`config.mk`:
```
export PLATFORM = sky130hd
export DESIGN_NAME = surf_dout_event_packer
export DESIGN_NICKNAME = d
export VERILOG_FILES = /design/src/rtl/surf_dout_pkg.sv /design/src/rtl/surf_dout_event_packer.sv
export SDC_FILE = /design/constraint.sdc
export NUM_CORES = 1
export LEC_CHECK = 0
export ABC_AREA = 1
export CAP_MARGIN = 10
export CORE_MARGIN = 3
export CORE_UTILIZATION = 35
export DETAILED_ROUTE_END_ITERATION = 16
export SLEW_MARGIN = 40
export SYNTH_ARGS = -nofsm -noshare
export SYNTH_HDL_FRONTEND = slang
export SYNTH_SLANG_ARGS = --single-unit
```
`constraint.sdc`:
```
create_clock -name aclk -period 6.3 [get_ports aclk]
set_input_delay 0.945 -clock aclk [delete_from_list [all_inputs] [get_ports aclk]]
set_output_delay 0.945 -clock aclk [all_outputs]
set_load 0.03 [all_outputs]
```
`src/rtl/surf_dout_pkg.sv`:
```
// Shared types and constants for the SURF DOUT event packer.
// Trailer layout, FSM states and byte-lane keep helpers.
package surf_dout_pkg;

  localparam int BCNT_W  = 16;
  localparam int EVNUM_W = 12;

  typedef struct packed {
    logic [3:0]         surf_id;
    logic [EVNUM_W-1:0] evnum;
    logic [BCNT_W-1:0]  bytecount;
  } trailer_t;

  typedef enum logic [1:0] {
    IDLE    = 2'd0,
    PACK    = 2'd1,
    TRAILER = 2'd2
  } state_t;

  // Indexed by (lanes filled - 1): 1, 3, 7, F
  localparam logic [15:0] KEEP_LUT = 16'hF731;

  function automatic logic [3:0] keep_of(
    input logic [1:0] last_lane
  );
    return KEEP_LUT[4*last_lane +: 4];
  endfunction

  function automatic logic [31:0] keep_mask(
    input logic [3:0] k
  );
    return {{8{k[3]}}, {8{k[2]}},
            {8{k[1]}}, {8{k[0]}}};
  endfunction

endpackage

```
`src/rtl/surf_dout_event_packer.sv`:
```
// Packs the 8-bit DOUT event stream into 32-bit words
// and appends one trailer word per event.
module surf_dout_event_packer #(
  parameter logic [3:0]  SURF_ID   = 4'h0,
  parameter logic [15:0] MAX_BYTES = 16'd49152
) (
  input  logic        aclk,
  input  logic        aresetn,
  input  logic        event_reset_i,
  input  logic [7:0]  s_dout_tdata,
  input  logic        s_dout_tvalid,
  output logic        s_dout_tready,
  input  logic        s_dout_tlast,
  output logic [31:0] m_evt_tdata,
  output logic [3:0]  m_evt_tkeep,
  output logic        m_evt_tvalid,
  input  logic        m_evt_tready,
  output logic        m_evt_tlast,
  output logic        m_evt_tuser,
  output logic        trunc_o
);
  import surf_dout_pkg::*;

  state_t             r_state;
  state_t             w_state_nx;
  logic [1:0]         r_lane;
  logic [31:0]        r_acc;
  logic [BCNT_W-1:0]  r_bcnt;
  logic [EVNUM_W-1:0] r_evnum;
  logic               r_trunc;
  logic               r_trunc_p;
  logic               r_up;

  logic [31:0] r_mdata;
  logic [3:0]  r_mkeep;
  logic        r_mvalid;
  logic        r_mlast;
  logic        r_muser;

  logic        w_oready;
  logic        w_sready;
  logic        w_acc;
  logic        w_store;
  logic        w_drop;
  logic        w_ld_word;
  logic        w_ld_trl;
  logic [31:0] w_word;
  logic [3:0]  w_ld_keep;
  logic [31:0] w_ld_data;
  trailer_t    w_trl;

  logic [31:0] w_o_data;
  logic [3:0]  w_o_keep;
  logic        w_o_valid;
  logic        w_o_last;
  logic        w_o_user;

  assign w_oready = !r_mvalid || m_evt_tready;
  // r_up keeps tready low on the first cycle out of reset
  assign w_sready = r_up && !event_reset_i
                 && (r_state != TRAILER) && w_oready;
  assign w_acc    = s_dout_tvalid && w_sready;
  assign w_store  = w_acc && (r_bcnt < MAX_BYTES);
  assign w_drop   = w_acc && !w_store;

  assign w_ld_word = (w_store && (r_lane == 2'd3 || s_dout_tlast))
                  || (w_drop && s_dout_tlast && r_lane != 2'd0);
  assign w_ld_trl  = (r_state == TRAILER) && w_oready;

  assign w_trl = '{surf_id:   SURF_ID,
                   evnum:     r_evnum,
                   bytecount: r_bcnt};

  always_comb begin
    w_word = r_acc;
    w_word[8*r_lane +: 8] = s_dout_tdata;
  end

  // Stored byte closes the word; a dropped tlast flushes what is held
  always_comb begin
    w_ld_keep = keep_of(r_lane - 2'd1);
    w_ld_data = r_acc & keep_mask(w_ld_keep);
    if (w_store) begin
      w_ld_keep = keep_of(r_lane);
      w_ld_data = w_word & keep_mask(w_ld_keep);
    end
  end

  always_comb begin
    w_o_data  = r_mdata;
    w_o_keep  = r_mkeep;
    w_o_valid = r_mvalid && !m_evt_tready;
    w_o_last  = r_mlast;
    w_o_user  = r_muser;
    unique case (1'b1)
      w_ld_trl: begin
        w_o_data  = w_trl;
        w_o_keep  = 4'hF;
        w_o_valid = 1'b1;
        w_o_last  = 1'b1;
        w_o_user  = r_trunc;
      end
      w_ld_word: begin
        w_o_data  = w_ld_data;
        w_o_keep  = w_ld_keep;
        w_o_valid = 1'b1;
        w_o_last  = 1'b0;
        w_o_user  = 1'b0;
      end
      default: ;
    endcase
  end

  always_comb begin
    w_state_nx = r_state;
    unique case (r_state)
      IDLE:
        if (w_acc)
          w_state_nx = s_dout_tlast ? TRAILER : PACK;
      PACK:
        if (w_acc && s_dout_tlast)
          w_state_nx = TRAILER;
      TRAILER:
        if (w_ld_trl)
          w_state_nx = IDLE;
      default:
        w_state_nx = IDLE;
    endcase
  end

  always_ff @(posedge aclk or negedge aresetn) begin
    if (!aresetn) begin
      r_state   <= IDLE;
      r_lane    <= 2'd0;
      r_acc     <= '0;
      r_bcnt    <= '0;
      r_evnum   <= '0;
      r_trunc   <= 1'b0;
      r_trunc_p <= 1'b0;
      r_up      <= 1'b0;
      r_mdata   <= '0;
      r_mkeep   <= '0;
      r_mvalid  <= 1'b0;
      r_mlast   <= 1'b0;
      r_muser   <= 1'b0;
    end else if (event_reset_i) begin
      r_state   <= IDLE;
      r_lane    <= 2'd0;
      r_acc     <= '0;
      r_bcnt    <= '0;
      r_evnum   <= '0;
      r_trunc   <= 1'b0;
      r_trunc_p <= 1'b0;
      r_up      <= 1'b1;
      r_mdata   <= '0;
      r_mkeep   <= '0;
      r_mvalid  <= 1'b0;
      r_mlast   <= 1'b0;
      r_muser   <= 1'b0;
    end else begin
      r_up      <= 1'b1;
      r_state   <= w_state_nx;
      r_trunc_p <= w_drop && !r_trunc;
      r_mdata   <= w_o_data;
      r_mkeep   <= w_o_keep;
      r_mvalid  <= w_o_valid;
      r_mlast   <= w_o_last;
      r_muser   <= w_o_user;
      if (w_store) begin
        r_bcnt <= r_bcnt + 16'd1;
        if (r_lane == 2'd3 || s_dout_tlast) begin
          r_lane <= 2'd0;
          r_acc  <= '0;
        end else begin
          r_lane <= r_lane + 2'd1;
          r_acc  <= w_word;
        end
      end
      if (w_drop) begin
        r_trunc <= 1'b1;
        if (s_dout_tlast) begin
          r_lane <= 2'd0;
          r_acc  <= '0;
        end
      end
      if (w_ld_trl) begin
        r_evnum <= r_evnum + 12'd1;
        r_bcnt  <= '0;
        r_trunc <= 1'b0;
      end
    end
  end

  assign s_dout_tready = w_sready;
  assign m_evt_tdata   = r_mdata;
  assign m_evt_tkeep   = r_mkeep;
  assign m_evt_tvalid  = r_mvalid;
  assign m_evt_tlast   = r_mlast;
  assign m_evt_tuser   = r_muser;
  assign trunc_o       = r_trunc_p;

endmodule

```
==> metrics.md, run 1 <==
| Metric | Value |
|---|---|
| Status | `finished clean` |
| Total congestion overflow | `0` |
| RD Place Congestion | `0.833` |
| Area contributors post-synth | `dfrtp_1, nand2_1, nand3_1, o21ai_0, nor2_1` |
| Setup Viol. Count Final | `0` |
| Worst r2r dst | `m_evt_tdata[10]$_DFFE_PN0P_` |
| Starting Density | `36.3%` |
| GRT Total Usage | `17.1%` |
| First-pass GRT wire length | `26700 um` |
| Vias post-DR | `5494` |
| Worst Max-Slew Pin Slew | `803 ps` |
| Post-synth top flop | `dfrtp_1` |
| Storage cell area | `2650 um^2` |
| Top-count cell post-synth | `nand2_1` |
| Pin count of the biggest net entering global routing | `76` |
| Max-slew violations | `0` |
| CTS tree | `yes` |
| Final worst slack | `2270 ps` |
| Routed wire length | `16400 um` |
| Sw frac | `30.9%` |
| Min Tclk post-route | `4030 ps` |
| Clock skew | `10.1 ps` |
| Max stage delay cell, worst path | `nand2_2` |
| Register area share after synthesis | `43.2%` |
| Routed wire per std cell | `14.9 um` |
| Reg-to-reg slack, setup | `3030 ps` |
| Async SR Flop Fraction | `100%` |
| Reg2Reg Depth | `8` |
| Pleak | `0.00333 uW` |
| Slew Limit Headroom | `46.4%` |
| # fillers | `1778` |
| Flop pwr share | `45.4%` |
| Die Ht | `138 um` |
| Hold Crit Start | `r_trunc$_DFFE_PN0P_` |
| Critical Path Max Stage Delay | `710 ps` |
| Post-synth top area share | `43.2%` |
| Crit path required time | `6530 ps` |
| Die area | `19100 um^2` |
| Hold buffer count at cts | `0` |
| Drt pass-1 iters | `5` |
| CP Cell Sequence | `clkdlybuf4s50_1, nor2_4, nand4_2, nor2_4, nand2_2, nand2_2, nand2_1, nand2_1, o21ai_0` |
| Psw | `495 uW` |
| Hold EP | `trunc_o$_DFF_PN0_` |
| Post-synthesis register bit count | `106` |
| WP data arrival | `4270 ps` |
| Startpoint type of the worst setup path | `primary input` |
| Crit Path Class | `in -> reg` |
| CP Capture Type | `flop` |
| Hold depth | `1` |
| Clock Latency Late Sink | `360 ps` |
| Multi-input gate area | `3020 um^2` |
| Commonest cells post-synth | `nand2_1, dfrtp_1, nand3_1` |
| Num CTS Buffers | `9` |
| Fin. Hold Viols | `0` |
| Yosys warning count | `0` |
| Initial antenna violation count | `0` |
| Via density | `4.98` |
| Pre-CTS setup slack | `1900 ps` |
| Area leader, netlist | `dfrtp_1` |
| CTS sink count | `106` |
| Cell-internal power | `1110 uW` |
| Synth unique cells | `39` |
| Layout cells sized above 1 | `5.32%` |
| IO Port Bufs | `54` |
| CTS Root Cell | `clkbuf_16` |
| Final Net Count | `902` |
| Post-Synthesis Cell Area | `6130 um^2` |
| Drt drc | `0` |
| Post-DP HPWL | `11400 um` |
| Synthesized area per cell | `7.22 um^2` |
| Antenna cell count | `0` |
| Final worst-path cycle share | `64.0%` |
| Die W | `138 um` |
| CP max FO | `36` |
| Clock power share | `35.9%` |
| MaxCap Viol Count | `0` |
| Max frequency | `248 MHz` |
| Synth Net Count | `872` |
| Core Rows | `47` |
| Clock-pin slew of the registers on the worst-case setup and hold paths | `70 ps` |
| Vias in the first global route | `5104` |
| Combinational power share | `18.8%` |
| H-tree levels | `3` |
| Setup bufs post-CTS | `0` |
| Maximum VDD drop | `0.133 mV` |
| Worst hold path class | `reg -> reg` |
| Antenna-violating nets left | `0` |
| Resize count post-CTS | `0` |
| Setup_tns | `0 ps` |
| Total core area | `16900 um^2` |
| RSZ-0062 raised after global routing | `false` |
| Worst flop-to-flop path startpoint | `r_bcnt[14]$_DFFE_PN0P_` |
| Post-synth EDFFs | `0` |
| Area grow syn2layout | `14.9%` |
| Max Buffers Root-to-Sink | `2` |
| Iteration-0 DRC Markers | `363` |
| Cells after synthesis | `849` |
| Power density cells | `227 nW/um^2` |
| I/O pins | `55` |
## flip-flops by register name, summed over array words and instances (netlist names)
name and cells:
r_acc 32, r_up 1, m_evt_tvalid 1, r_lane 2, r_bcnt 16, m_evt_tkeep 4
r_trunc 1, m_evt_tuser 1, m_evt_tdata 32, trunc_o 1, r_evnum 12, m_evt_tlast 1
r_state 2
## power groups by stage
stage	Combinational [uW]	Clock (uW)	Sequential, uW
6_report	300	574	727
5_1_grt	332	613	731
4_1_cts	303	588	727
3_5_place_dp	302	0	740
3_3_place_gp	302	0	740
2_1_floorplan	172	0	765
## routing by layer
metal  track usage [%]  wire length [um]  vias up
met5                 0                 0        -
met4              3.64               152        0
met3              3.69               657       11
met2              24.9              7100      112
met1              26.0              8540     2589
li1                  -                 -     2782
## how the worst max path moves through the flow
stage | startpoint | cells past startpoint | slack (ps) | endpoint
2_1_floorplan | event_reset_i | 4 | 3790 | s_dout_tready
3_3_place_gp | event_reset_i | 9 | 1950 | m_evt_tdata[21]$_DFFE_PN0P_
3_5_place_dp | event_reset_i | 9 | 1900 | m_evt_tdata[10]$_DFFE_PN0P_
4_1_cts | event_reset_i | 9 | 2270 | m_evt_tdata[10]$_DFFE_PN0P_
5_1_grt | event_reset_i | 9 | 1920 | m_evt_tdata[10]$_DFFE_PN0P_
6_report | event_reset_i | 9 | 2270 | m_evt_tdata[10]$_DFFE_PN0P_
## area by class of cell
type	count	area share, %
Timing Repair Buffer	56	7.90
Multi-Input combinational cell	640	42.9
Clock buffer	10	3.39
Clock inverter	5	0.781
Inverter	66	3.53
Tap cell	220	3.91
Sequential cell	106	37.6
## critical path: cells and delay by family
kind            cells  cell delay [ps]
buf+inv             1              660
compound gates      1               70
simple gates        7             2570
## cell families (layout without fill, tap and decap cells)
family                     Yosys count  after routing  share of synthesized area [%]
AOI/OAI and AO/OA                  104            104                           8.94
xor gates and xnor gates             4              4                          0.571
adders and majority gates            9              9                           1.84
buffers and inverters              103            137                           7.65
DFF                                106            106                           43.2
muxes                               13             13                           2.12
other                                1              1                         0.0611
and+or+nand+nor                    509            509                           35.6
## metrics by stage
| stage | instances | total power, uW | utilization (%) | area (um^2) | hold WS, ps |
|---|---|---|---|---|---|
| final | 1103 | 1600 | 41.8 | 7050 | 451 |
| after global routing | 1103 | 1680 | 41.8 | 7050 | 468 |
| after CTS | 1103 | 1620 | 41.7 | 7040 | 454 |
| after detailed placement | 1088 | 1040 | 40.0 | 6750 | 445 |
| after global placement | 1088 | 1040 | 39.9 | 6740 | 441 |
| after floorplan | 849 | 937 | - | 6130 | 422 |
## cell usage in the layout, fill, tap and decap left out, types with 2 or more instances in the layout
master | synthesis | final
o21ai_0 | 54 | 54
nand3_2 | 4 | 4
clkdlybuf4s50_1 | 0 | 53
o21ai_1 | 11 | 11
nor2_4 | 4 | 4
nand2_2 | 5 | 5
clkbuf_16 | 0 | 9
o21a_1 | 2 | 2
dfrtp_1 | 106 | 106
xor2_1 | 4 | 4
a21oi_1 | 29 | 29
mux2i_1 | 13 | 13
inv_2 | 3 | 3
a211oi_1 | 2 | 2
or2_2 | 3 | 3
nand3_1 | 62 | 62
a22oi_1 | 4 | 4
nand4_1 | 16 | 16
inv_1 | 59 | 59
nor3_1 | 12 | 12
clkinv_1 | 3 | 3
nor2_1 | 60 | 60
ha_1 | 9 | 9
nor2_2 | 3 | 3
buf_4 | 9 | 2
nand2_1 | 330 | 330
clkinvlp_4 | 0 | 2
clkinv_2 | 1 | 3
nor3_2 | 3 | 3
(Power assumes the default switching activity.)
==> inputs of run 2 (changes only) <==
==> constraint.sdc (replaced) <==
create_clock -name aclk -period 3.89 [get_ports aclk]
set_input_delay 0.5835 -clock aclk [delete_from_list [all_inputs] [get_ports aclk]]
set_output_delay 0.5835 -clock aclk [all_outputs]
set_load 0.03 [all_outputs]
==> run 2 against run 1 <==
Against the previous run:
- design area grew 0.92%
- first-iteration DRC count up 4.4%
- via count is 1.5% higher
- clock power increased by 44%
- register-to-register slack got worse by 2100 ps
- largest cell class unchanged
- highest routed layer unchanged
==> metrics.md, run 2 (synthesis results as in run 1) <==
| Metric | Value |
|---|---|
| Final Net Count | `916 (+1.6%)` |
| CTS tree | `yes` |
| Top layer in use | `met4` |
| Hold buffer count at cts | `0 (unchanged)` |
| Max-slew violations | `0 (unchanged)` |
| Resize count post-CTS | `0 (unchanged)` |
| Antenna cell count | `0 (unchanged)` |
| Crit path required time | `4170 ps (-2360 ps)` |
| Slew Limit Headroom | `53.2% (+6.8 points)` |
| Min Tclk post-route | `2970 ps` |
| IO Port Bufs | `54 (unchanged)` |
| Pre-CTS setup slack | `906 ps (-994 ps)` |
| Layout cells sized above 1 | `6.38% (+1.1 points)` |
| I/O pins | `55 (unchanged)` |
| WP data arrival | `3250 ps (-1020 ps)` |
| First-pass GRT wire length | `27400 um (+2.3%)` |
| # fillers | `1731 (-2.6%)` |
| CTS sink count | `106 (unchanged)` |
| Met2 WL | `7170 um (+1.0%)` |
| Starting Density | `36.3% (unchanged)` |
| CP max FO | `14 (-61%)` |
| Vias post-DR | `5577 (+1.5%)` |
| RD Place Congestion | `0.824 (-1.1%)` |
| Die Ht | `138 um (unchanged)` |
| Via density | `5.01 (+0.51%)` |
| RSZ-0062 raised after global routing | `false` |
| Worst Max-Slew Pin Slew | `699 ps (-104 ps)` |
| Setup_tns | `0 ps (unchanged)` |
| Max frequency | `337 MHz` |
| Total core area | `16900 um^2 (unchanged)` |
| Status | `finished clean` |
| Worst r2r dst | `m_evt_tdata[13]$_DFFE_PN0P_` |
| Antenna-violating nets left | `0 (unchanged)` |
| H-tree levels | `3 (unchanged)` |
| Die area | `19100 um^2 (unchanged)` |
| M1 WL | `8200 um (-3.9%)` |
| CP Launch Point | `r_lane[0]$_DFF_PN0_` |
| Crit Path Class | `reg -> reg` |
| Core Rows | `47 (unchanged)` |
| Most common cell after layout, fill and taps aside | `nand2_1` |
| Iteration-0 DRC Markers | `379 (+4.4%)` |
| Final worst-path cycle share | `76.3%` |
| Post-DP HPWL | `11600 um (+1.8%)` |
| Num CTS Buffers | `9 (unchanged)` |
| Power density cells | `352 nW/um^2 (+55%)` |
| CP Capture Type | `flop` |
| Most frequent cells in the layout | `nand2_1, dfrtp_1, nand3_1` |
| Die W | `138 um (unchanged)` |
| Routed wire length | `16300 um (-0.87%)` |
| Maximum VDD drop | `0.227 mV (+70%)` |
| Initial antenna violation count | `0 (unchanged)` |
| Vias in the first global route | `5222 (+2.3%)` |
| Clock skew | `6.31 ps (-3.79 ps)` |
| Fin. Hold Viols | `0 (unchanged)` |
| GRT Total Usage | `17.4% (+0.34 points)` |
| Pin count of the biggest net entering global routing | `84 (+11%)` |
| Clock Latency Late Sink | `360 ps (about the same)` |
| CTS Root Cell | `clkbuf_16` |
| Max Buffers Root-to-Sink | `2 (unchanged)` |
| Area grow syn2layout | `16.0%` |
| Startpoint type of the worst setup path | `flop` |
| Met3 routed WL | `689 um (+4.9%)` |
| MaxCap Viol Count | `0 (unchanged)` |
| Drt drc | `0 (unchanged)` |
| Worst flop-to-flop path startpoint | `r_lane[0]$_DFF_PN0_` |
| Reg-to-reg slack, setup | `920 ps (-2110 ps)` |
| Clock-pin slew of the registers on the worst-case setup and hold paths | `70 ps (about the same)` |
| Total congestion overflow | `0 (unchanged)` |
| Setup bufs post-CTS | `0 (unchanged)` |
| Drt pass-1 iters | `7 (+2)` |
| Setup Viol. Count Final | `0 (unchanged)` |
| Worst hold path class | `in -> async` |
| Reg2Reg Depth | `14 (+6)` |
| Pleak | `0.00339 uW (+1.8%)` |
| Final worst slack | `921 ps (-1340 ps)` |
| Routed wire per std cell | `14.6 um (-1.8%)` |
## run 2: worst max path at each step
stage                                  endpoint  slack [ps]  depth (start not counted)
detailed placement  m_evt_tdata[21]$_DFFE_PN0P_         910                         10
floorplan           m_evt_tdata[13]$_DFFE_PN0P_        1770                         15
global placement    m_evt_tdata[21]$_DFFE_PN0P_         900                         10
CTS                 m_evt_tdata[13]$_DFFE_PN0P_         950                         14
finish              m_evt_tdata[13]$_DFFE_PN0P_         920                         14
global route        m_evt_tdata[13]$_DFFE_PN0P_         650                         14
## run 2: power breakdown
| part | internal [uW] | leakage [uW] | switching (uW) |
|---|---|---|---|
| Sequential | 1140 | 0.00146 | 35.8 |
| Combinational | 148 | 0.00180 | 348 |
| Clock | 437 | 0.000123 | 390 |
## run 2: worst max-delay path, cell delays in order, from the launching register on
cell and delay, ps:
dfrtp_1 560, clkinv_1 340, ha_1 450, inv_1 280, buf_4 250, nand2_1 110, nor2_1 290, nand2_1 90
nand2_1 70, nand2_1 50, nand2_1 70, nand2_1 70, nand2_1 70, nand2_1 60, o21ai_0 130
## run 2: metrics by stage
stage          area, um^2  instances  total power (uW)  hold WS, ps  util, %
2_1_floorplan        6130        849              1520          288        -
3_3_place_gp         6860       1102              1700          457     40.6
3_5_place_dp         6860       1102              1700          464     40.7
4_1_cts              7110       1114              2530          319     42.1
5_1_grt              7110       1114              2630          335     42.1
6_report             7110       1114              2500          266     42.1
## run 2: area by class of cell
type | count | area (um^2) | share of cell area, %
clock buffer | 11 | 243 | 3.41
clock inverter | 1 | 5.00 | 0.0704
inverter | 66 | 249 | 3.50
multi-input combinational | 640 | 3010 | 42.3
sequential | 106 | 2650 | 37.3
tap | 220 | 275 | 3.87
timing repair buffer | 70 | 677 | 9.52
## run 2: per-layer routing
layer  global-route usage, %  up-vias
li1                        -     2806
met1                    25.7     2640
met2                    26.3      119
met3                    2.52       12
met4                    5.72        0
met5                       0        -
